### config.mk
export PLATFORM = sky130hd
export DESIGN_NAME = blink_sequencer
export DESIGN_NICKNAME = d
export VERILOG_FILES = /design/src/rtl/blink_pkg.sv /design/src/rtl/btn_debounce.sv /design/src/rtl/blink_sequencer.sv
export SDC_FILE = /design/constraint.sdc
export NUM_CORES = 1
export LEC_CHECK = 0
export ABC_AREA = 1
export CORE_UTILIZATION = 60
export CTS_CLUSTER_DIAMETER = 60
export DETAILED_ROUTE_END_ITERATION = 8
export GPL_TIMING_DRIVEN = 0
export PLACE_DENSITY = 0.88
export SLEW_MARGIN = 20
export SYNTH_ARGS = -nofsm -noshare
export SYNTH_HDL_FRONTEND = slang
export SYNTH_SLANG_ARGS = --single-unit
### constraint.sdc
create_clock -name clk -period 2.17 [get_ports clk]
set_input_delay 0.434 -clock clk [delete_from_list [all_inputs] [get_ports clk]]
set_output_delay 0.434 -clock clk [all_outputs]
set_load 0.005 [all_outputs]
### src/rtl/blink_pkg.sv
// Shared types and defaults for the blink sequencer.
// Mode codes, colour indices and counter sizing helpers.
package blink_pkg;

    typedef enum logic [1:0] {
        MODE_OFF   = 2'd0,
        MODE_SOLID = 2'd1,
        MODE_BLINK = 2'd2,
        MODE_CYCLE = 2'd3
    } mode_e;

    localparam logic [1:0] COL_R = 2'd0;
    localparam logic [1:0] COL_G = 2'd1;
    localparam logic [1:0] COL_B = 2'd2;

    localparam int DEBOUNCE_CYC_DEF    = 240000;
    localparam int HALF_PERIOD_CYC_DEF = 6000000;

    // A counter only ever holds 0..n-1, so $clog2(n) bits suffice.
    function automatic int cnt_width(input int n);
        return (n > 1) ? $clog2(n) : 1;
    endfunction

    function automatic mode_e next_mode(input mode_e m);
        mode_e r;
        unique case (m)
            MODE_OFF:   r = MODE_SOLID;
            MODE_SOLID: r = MODE_BLINK;
            MODE_BLINK: r = MODE_CYCLE;
            MODE_CYCLE: r = MODE_OFF;
        endcase
        return r;
    endfunction

endpackage

### src/rtl/btn_debounce.sv
// Button synchronizer and debouncer.
// Emits a one-cycle press pulse on each accepted 0->1 level.
module btn_debounce
    import blink_pkg::*;
#(
    parameter int DEBOUNCE_CYC = DEBOUNCE_CYC_DEF
) (
    input  logic clk,
    input  logic reset,
    input  logic btn,
    output logic press
);

    localparam int CW = cnt_width(DEBOUNCE_CYC);
    localparam logic [CW-1:0] CNT_LAST = CW'(DEBOUNCE_CYC - 1);

    logic          sync1_q;
    logic          sync2_q;
    logic          level_q;
    logic          level_d;
    logic [CW-1:0] cnt_q;
    logic [CW-1:0] cnt_d;
    logic          press_q;
    logic          press_d;

    always_comb begin
        level_d = level_q;
        cnt_d   = '0;
        press_d = 1'b0;
        // Any cycle matching the accepted level restarts the count.
        if (sync2_q != level_q) begin
            if (cnt_q == CNT_LAST) begin
                level_d = sync2_q;
                press_d = sync2_q;
            end else begin
                cnt_d = cnt_q + CW'(1);
            end
        end
    end

    always_ff @(posedge clk) begin
        if (reset) begin
            sync1_q <= 1'b0;
            sync2_q <= 1'b0;
            level_q <= 1'b0;
            cnt_q   <= '0;
            press_q <= 1'b0;
        end else begin
            sync1_q <= btn;
            sync2_q <= sync1_q;
            level_q <= level_d;
            cnt_q   <= cnt_d;
            press_q <= press_d;
        end
    end

    assign press = press_q;

endmodule

### src/rtl/blink_sequencer.sv
// Push-button mode sequencer driving an RGB LED.
// Modes: OFF, SOLID blue, BLINK blue, CYCLE R/G/B.
module blink_sequencer
    import blink_pkg::*;
#(
    parameter int DEBOUNCE_CYC    = DEBOUNCE_CYC_DEF,
    parameter int HALF_PERIOD_CYC = HALF_PERIOD_CYC_DEF
) (
    input  logic       clk,
    input  logic       reset,
    input  logic       btn,
    output logic       led_off,
    output logic       redled,
    output logic       greenled,
    output logic       blueled,
    output logic [1:0] mode
);

    localparam int PW = cnt_width(HALF_PERIOD_CYC);
    localparam logic [PW-1:0] PH_LAST = PW'(HALF_PERIOD_CYC - 1);

    logic press;

    btn_debounce #(
        .DEBOUNCE_CYC(DEBOUNCE_CYC)
    ) u_btn (
        .clk  (clk),
        .reset(reset),
        .btn  (btn),
        .press(press)
    );

    mode_e         mode_q;
    mode_e         mode_d;
    logic [PW-1:0] pcnt_q;
    logic [PW-1:0] pcnt_d;
    logic          phase_q;
    logic          phase_d;
    logic [1:0]    col_q;
    logic [1:0]    col_d;
    logic          led_off_q;
    logic          led_off_d;
    logic          red_q;
    logic          red_d;
    logic          green_q;
    logic          green_d;
    logic          blue_q;
    logic          blue_d;

    always_comb begin
        mode_d  = mode_q;
        pcnt_d  = pcnt_q + PW'(1);
        phase_d = phase_q;
        col_d   = col_q;
        // A press wins over a coincident phase wrap.
        if (press) begin
            mode_d  = next_mode(mode_q);
            pcnt_d  = '0;
            phase_d = 1'b0;
            col_d   = COL_R;
        end else if (pcnt_q == PH_LAST) begin
            pcnt_d  = '0;
            phase_d = ~phase_q;
            if (mode_q == MODE_CYCLE) begin
                col_d = (col_q == COL_B) ? COL_R : col_q + 2'd1;
            end
        end
    end

    // Outputs are decoded from next state so they register with it.
    always_comb begin
        led_off_d = 1'b1;
        red_d     = 1'b0;
        green_d   = 1'b0;
        blue_d    = 1'b0;
        unique case (mode_d)
            MODE_OFF: begin
                led_off_d = 1'b1;
            end
            MODE_SOLID: begin
                led_off_d = 1'b0;
                blue_d    = 1'b1;
            end
            MODE_BLINK: begin
                led_off_d = phase_d;
                blue_d    = ~phase_d;
            end
            MODE_CYCLE: begin
                led_off_d = 1'b0;
                red_d     = (col_d == COL_R);
                green_d   = (col_d == COL_G);
                blue_d    = (col_d == COL_B);
            end
        endcase
    end

    always_ff @(posedge clk) begin
        if (reset) begin
            mode_q    <= MODE_OFF;
            pcnt_q    <= '0;
            phase_q   <= 1'b0;
            col_q     <= COL_R;
            led_off_q <= 1'b1;
            red_q     <= 1'b0;
            green_q   <= 1'b0;
            blue_q    <= 1'b0;
        end else begin
            mode_q    <= mode_d;
            pcnt_q    <= pcnt_d;
            phase_q   <= phase_d;
            col_q     <= col_d;
            led_off_q <= led_off_d;
            red_q     <= red_d;
            green_q   <= green_d;
            blue_q    <= blue_d;
        end
    end

    assign led_off  = led_off_q;
    assign redled   = red_q;
    assign greenled = green_q;
    assign blueled  = blue_q;
    assign mode     = mode_q;

endmodule

==> metrics, run 1 <==
reg2reg start=pcnt_q[0]$_SDFF_PP0_; worst-path maximum fanout=10; die width=68.1 microns; grt total ovfl=0; crit path launch=reset; Adder-Cell Fraction of Synth Area=0.0143; All-Layer GR Usage=0.236; RSZ-0062 raised after global routing=no; Max Clock Skew=around 0.006 ns; Post-synth EDFFs=0; Final Max Slew Viols=0; Buffers on Ports=8; post-placement cell area=about 0.0028 sq mm; vias=2235; Yosys top cell area share=0.412; CP startpoint kind=input port; simple-gate area share of the yosys netlist=0.372; Primary FF master, synth=dfxtp_1; clk slew on worst S/H paths=about 0.10 ns; I/O Pins=9; internal power=0.00124 W; sequential power share=0.626; crit path time final=1.73 ns; synth top area cells=dfxtp_1, nand2_1, nor2_1, inv_1, nand3_1; initial antenna violation count=0; # Max-Cap Violations=0; origin of the worst min-delay path=u_btn.sync1_q$_SDFF_PP0_; Final HPWL DP=between 3 and 4 mm; final setup TNS=0 ns; register bit count reported by yosys=between 50 and 60; Sw Share=0.225; H-tree Lvls=2; final instance area=0.00285 sq mm; most common cell after layout, fill and taps aside=nand2_1; post-CTS setup buffers=0; Clock Power Share=0.352; Ys Warns=0; Comb pwr share=0.021; CTS tree=built; Peak Freq=577 MHz; DRT antenna net count=0; complex-gate fraction of the synthesized area=0.0730; first-pass GRT wire length=8.17 mm; NetSw=0.000360 W; slew margin rel.=0.725; Avg Cell Area, Syn=7.18 sq um; Synth Net Count=about 370; drt wl/cell=11.6 microns; Inserted Diodes=0; hold buffer count at cts=0; DRT iter0 DRCs=~170; clk sinks=54; final setup violation count=0; core area=roughly 0.004 sq mm; final core occ=0.698; GR Layer Usage met2=0.403; Setup Crit Path Kind=in -> reg; post-synthesis mux area share=0.00382; Core Rows=23; outcome=finished, final reports clean; worst skew pair latency=0.31 ns; Die H=68.1 microns; post-synth top area cell=dfxtp_1; proportion of layout cells with a drive suffix above 1=0.134; sequential fraction of the synthesis area=0.412; Hold WS=0.426 ns; Gate Count Post-Synth=365; arrival time at the worst endpoint=around 1.9 ns; highest ir drop seen on vdd=between 0.0004 and 0.0005 V; most frequent cells in the layout=nand2_1, nor2_1, dfxtp_1, inv_1, nand3_1; final worst-path cycle share=0.798; Longest Clk Path Bufs=2; layer with the highest usage=met2; met3 Use GR=0.0450; largest net degree at the start of global routing=17; Async SR Flop Fraction=0; met1 usage=0.292; post-synthesis cell type count=35; final wirelength=between 4 and 5 mm; WP data required=~2.4 ns; Tightest Pin Transition=0.412 ns; worst hold path type=reg -> reg; DRC=0; Root Driver=clkbuf_8; crit path capture type=register; pwr dens=561 mW/mm^2; first drt pass iteration count=4; synthesized area=between 0.002 and 0.003 sq mm; non-filler cells, final=approximately 430; Area Overhead vs Synth=8.73%; Pleak=1.07 nW; post-CTS sizing=0; die area=0.00464 sq mm; Initial Utilization=0.642; post-synthesis xor/xnor area fraction=0.0367; vias per cell=5.19; largest family of logic cells by synthesized area=simple AND/OR/NAND/NOR gates; NumNets Final=386; vias in the first global route=1957; placed cell count=approximately 420; CTS buffer count=5; Final Hold Violating Endpoints=0; RePlAce Congestion=0.893
==> layout make-up <==
type                    instances  area [sq um]
multi-input cells             251          1310
well taps                      50          62.6
fillers                       339          1230
repair buffers                  8          80.1
flip-flops and latches         54          1080
clock inverters                 2          13.8
plain buffers                   3          16.3
inverters                      57           214
clock buffers                   6          72.6
==> state kept, by name, summed over array words and instances, names as in the netlist <==
signal and flops:
pcnt_q 23, u_btn.cnt_q 18, col_q 2, mode 2
blueled 1, greenled 1, led_off 1, phase_q 1
redled 1, u_btn.level_q 1, u_btn.press 1, u_btn.sync1_q 1
u_btn.sync2_q 1
==> per-layer routing <==
layer | routed length, microns | share of wire
met3 | 187 | 0.038
met2 | 2420 | 0.49
met1 | 2300 | 0.46
met5 | 0 | 0
met4 | 76 | 0.015
==> worst paths after layout <==
path / to / slack [ns] / depth (start not counted)
max: pcnt_q[17]$_SDFF_PP0_ / 0.44 / 6
min: u_btn.sync2_q$_SDFF_PP0_ / 0.43 / 2
max reg2reg: pcnt_q[17]$_SDFF_PP0_ / 0.45 / 7
min reg2reg: u_btn.sync2_q$_SDFF_PP0_ / 0.43 / 2
==> power by group through the flow <==
| stage | Sequential [W] | Clock (W) | Combinational (W) |
|---|---|---|---|
| 2_1_floorplan | 0.00102 | 0 | 0.0000241 |
| 5_1_grt | 0.00100 | 0.000606 | 0.0000407 |
| 3_5_place_dp | 0.00102 | 0 | 0.0000343 |
| 4_1_cts | 0.00100 | 0.000569 | 0.0000348 |
| 3_3_place_gp | 0.00102 | 0 | 0.0000338 |
| 6_report | 0.00100 | 0.000563 | 0.0000341 |
==> metrics by stage <==
step                      power [W]  setup slack, ns
after CTS                   0.00161            0.408
after global placement      0.00106            0.104
after detailed placement    0.00106            0.115
after floorplan             0.00105            0.685
final                       0.00160            0.437
after global routing        0.00165            0.248
==> synthesized netlist by cell type, types with 7 or more instances <==
cell type / instances
a21oi_1: 20
dfxtp_1: 54
inv_1: 45
inv_2: 12
nand2_1: 67
nand2_2: 7
nand3_1: 27
nand4_1: 8
nor2_1: 55
o21ai_0: 10
==> worst max-delay path: stages <==
cell             delay [ns]
clkdlybuf4s50_1        0.47
clkbuf_1               0.34
inv_1                  0.13
nand3_2                0.22
buf_2                  0.27
nor2_1                 0.07
==> kinds of logic after synthesis <==
group                    Yosys count
XOR/XNOR                          11
flip-flops                        54
AND/OR/NAND/NOR                  200
buffers and inverters             60
multiplexers                       1
adder cells (fa/ha/maj)            3
AO/OA/AOI/OAI                     36
(Power assumes the default switching activity.)
==> run 2, diff against run 1 <==
--- a/config.mk
+++ b/config.mk
@@ -6,11 +6,11 @@
 export NUM_CORES = 1
 export LEC_CHECK = 0
 export ABC_AREA = 1
-export CORE_UTILIZATION = 60
+export CORE_UTILIZATION = 54
 export CTS_CLUSTER_DIAMETER = 60
 export DETAILED_ROUTE_END_ITERATION = 8
 export GPL_TIMING_DRIVEN = 0
-export PLACE_DENSITY = 0.88
+export PLACE_DENSITY = 0.84
 export SLEW_MARGIN = 20
 export SYNTH_ARGS = -nofsm -noshare
 export SYNTH_HDL_FRONTEND = slang
==> constraint.sdc (replaced) <==
create_clock -name clk -period 1.5 [get_ports clk]
set_input_delay 0.3 -clock clk [delete_from_list [all_inputs] [get_ports clk]]
set_output_delay 0.3 -clock clk [all_outputs]
set_load 0.005 [all_outputs]
==> metrics, run 2 (synthesis results as in run 1) <==
arrival time at the worst endpoint=1.79 ns (-0.15 ns); vias=2453 (+9.8%); Biggest register=pcnt_q; slew margin rel.=0.727 (+0.00166); Setup Crit Path Kind=in -> reg; Area Overhead vs Synth=24.6%; I/O Pins=9 (unchanged); worst hold path type=reg -> reg; highest ir drop seen on vdd=0.000790 V (+69%); Final Hold Violating Endpoints=0 (unchanged); Final HPWL DP=3.83 mm (+0.99%); max reg flops=23 (unchanged); largest net degree at the start of global routing=17 (unchanged); vias per cell=5.45 (+5.1%); final worst-path cycle share=1.04; most common cell after layout, fill and taps aside=nand2_1; final wirelength=6.21 mm (+25%); RSZ-0062 raised after global routing=yes; DRC=0 (unchanged); final worst setup slack=-0.0640 ns (-0.501 ns); CP startpoint kind=input port; vias in the first global route=2145 (+9.6%); first drt pass iteration count=5 (+1); Root Driver=clkbuf_8; initial antenna violation count=0 (unchanged); CTS tree=built; NetSw=0.000535 W (+48%); Buffers on Ports=8 (unchanged); Peak Freq=~640 MHz; sequential power share=0.579 (-0.047); clk slew on worst S/H paths=0.10 ns (about the same); hold buffer count at cts=0 (unchanged); Max Clock Skew=0.0116 ns (+0.00565 ns); WP data required=1.73 ns (-0.65 ns); Inserted Diodes=0 (unchanged); largest registers=pcnt_q: 23 flops, u_btn.cnt_q: 18 flops; fillcell total=323 (-4.7%); crit path capture type=register; DRT iter0 DRCs=134 (-22%); Hold WS=0.416 ns (-0.0105 ns); Die H=71.7 microns (+5.3%); All-Layer GR Usage=0.220 (-0.0163); CTS buffer count=5 (unchanged); final setup violation count=3 (+3); pwr dens=766 mW/mm^2 (+37%); Clock Power Share=0.393 (+0.041); Comb pwr share=0.028 (+0.007); grt total ovfl=0 (unchanged); H-tree Lvls=2 (unchanged); Longest Clk Path Bufs=2 (unchanged); Final Max Slew Viols=0 (unchanged); clk sinks=54 (unchanged); first-pass GRT wire length=9.05 mm (+11%); Core Rows=24 (+4.3%); outcome=finished with violations; RePlAce Congestion=0.893 (about the same); Initial Utilization=0.582 (-0.0595); Tightest Pin Transition=0.408 ns (-0.00378 ns); internal power=0.00197 W (+59%); NumNets Final=403 (+4.4%); worst skew pair latency=0.31 ns (about the same); proportion of layout cells with a drive suffix above 1=0.289 (+0.155); die width=71.7 microns (+5.3%); crit path time final=1.56 ns; core area=0.00450 sq mm (+10%); most frequent cells in the layout=nand2_1, nor2_1, inv_1, dfxtp_1, nand3_1; drt wl/cell=13.8 microns (+19%); die area=0.00514 sq mm (+11%); violated checks=negative setup slack; final instance area=0.00327 sq mm (+15%); post-placement cell area=0.00277 sq mm (about the same); Sw Share=0.214 (-0.0115); Pleak=1.23 nW (+15%); DRT antenna net count=0 (unchanged); # Max-Cap Violations=0 (unchanged); worst-path maximum fanout=11 (+1)
run 2: cell count changes in the layout (fill, tap and decap cells not counted), moves of 6 or more:
cell     change
dfxtp_1     -20
nand2_2      +6
buf_4       +17
nor2_4       +7
nand3_1      -6
nand2_1      -9
dfxtp_2     +15
nor2_1       -6
run 2: worst paths after layout:
check | slack [ns] | start | to | depth (start not counted)
setup / recovery | -0.06 | reset | u_btn.cnt_q[10]$_SDFF_PP0_ | 6
hold / removal | 0.42 | u_btn.sync1_q$_SDFF_PP0_ | u_btn.sync2_q$_SDFF_PP0_ | 2
setup reg to reg | -0.02 | u_btn.cnt_q[0]$_SDFF_PP0_ | u_btn.cnt_q[16]$_SDFF_PP0_ | 11
hold reg to reg | 0.42 | u_btn.sync1_q$_SDFF_PP0_ | u_btn.sync2_q$_SDFF_PP0_ | 2
run 2: area by class of cell:
class	instances	area (sq um)	area share
clock inverters	2	37.5	0.0115
flip-flops and latches	54	1120	0.342
multi-input cells	251	1510	0.462
clock buffers	6	72.6	0.0222
inverters	57	216	0.0662
well taps	52	65.1	0.0199
plain buffers	2	18.8	0.00574
repair buffers	26	228	0.0697
run 2: through the flow:
step	worst slack, ns	setup TNS [ns]	total power (W)	std cells	utilization
after global routing	-0.140	-1.01	0.00259	450	0.726
final	-0.0640	-0.0902	0.00250	450	0.726
after CTS	0.00111	0	0.00250	436	0.672
after detailed placement	-0.418	-8.86	0.00153	425	0.614
after floorplan	0.0149	0	0.00152	365	-
after global placement	-0.429	-8.13	0.00153	425	0.614
run 2: power by group through the flow:
| stage | Sequential [W] | Combinational [W] | Clock (W) |
|---|---|---|---|
| finish | 0.00145 | 0.0000704 | 0.000984 |
| global route | 0.00145 | 0.0000769 | 0.00107 |
| CTS | 0.00145 | 0.0000619 | 0.000988 |
| detailed placement | 0.00148 | 0.0000509 | 0 |
| global placement | 0.00148 | 0.0000488 | 0 |
| floorplan | 0.00148 | 0.0000349 | 0 |
run 2: repair_timing:
action | CTS | global route
setup buffers | 4 | 14
gates cloned | 0 | 0
gates resized for setup | 29 | 43
pin swaps | 6 | 18
endpoints found under the setup margin | 44 | 39
run 2: layer usage:
| layer | track usage | wire length, microns | part of all wire | vias up |
|---|---|---|---|---|
| li1 | - | - | - | 1228 |
| met1 | 0.257 | 2610 | 0.42 | 1130 |
| met2 | 0.404 | 3240 | 0.52 | 79 |
| met3 | 0.0338 | 242 | 0.039 | 16 |
| met4 | 0.0828 | 122 | 0.020 | 0 |
| met5 | 0 | 0 | 0 | - |
run 2: worst max-delay path, stage by stage:
cell and delay (ns):
clkdlybuf4s50_1 0.61, nor2_1 0.34, nand2_4 0.09, inv_2 0.13, o21ai_0 0.12, a21oi_1 0.19
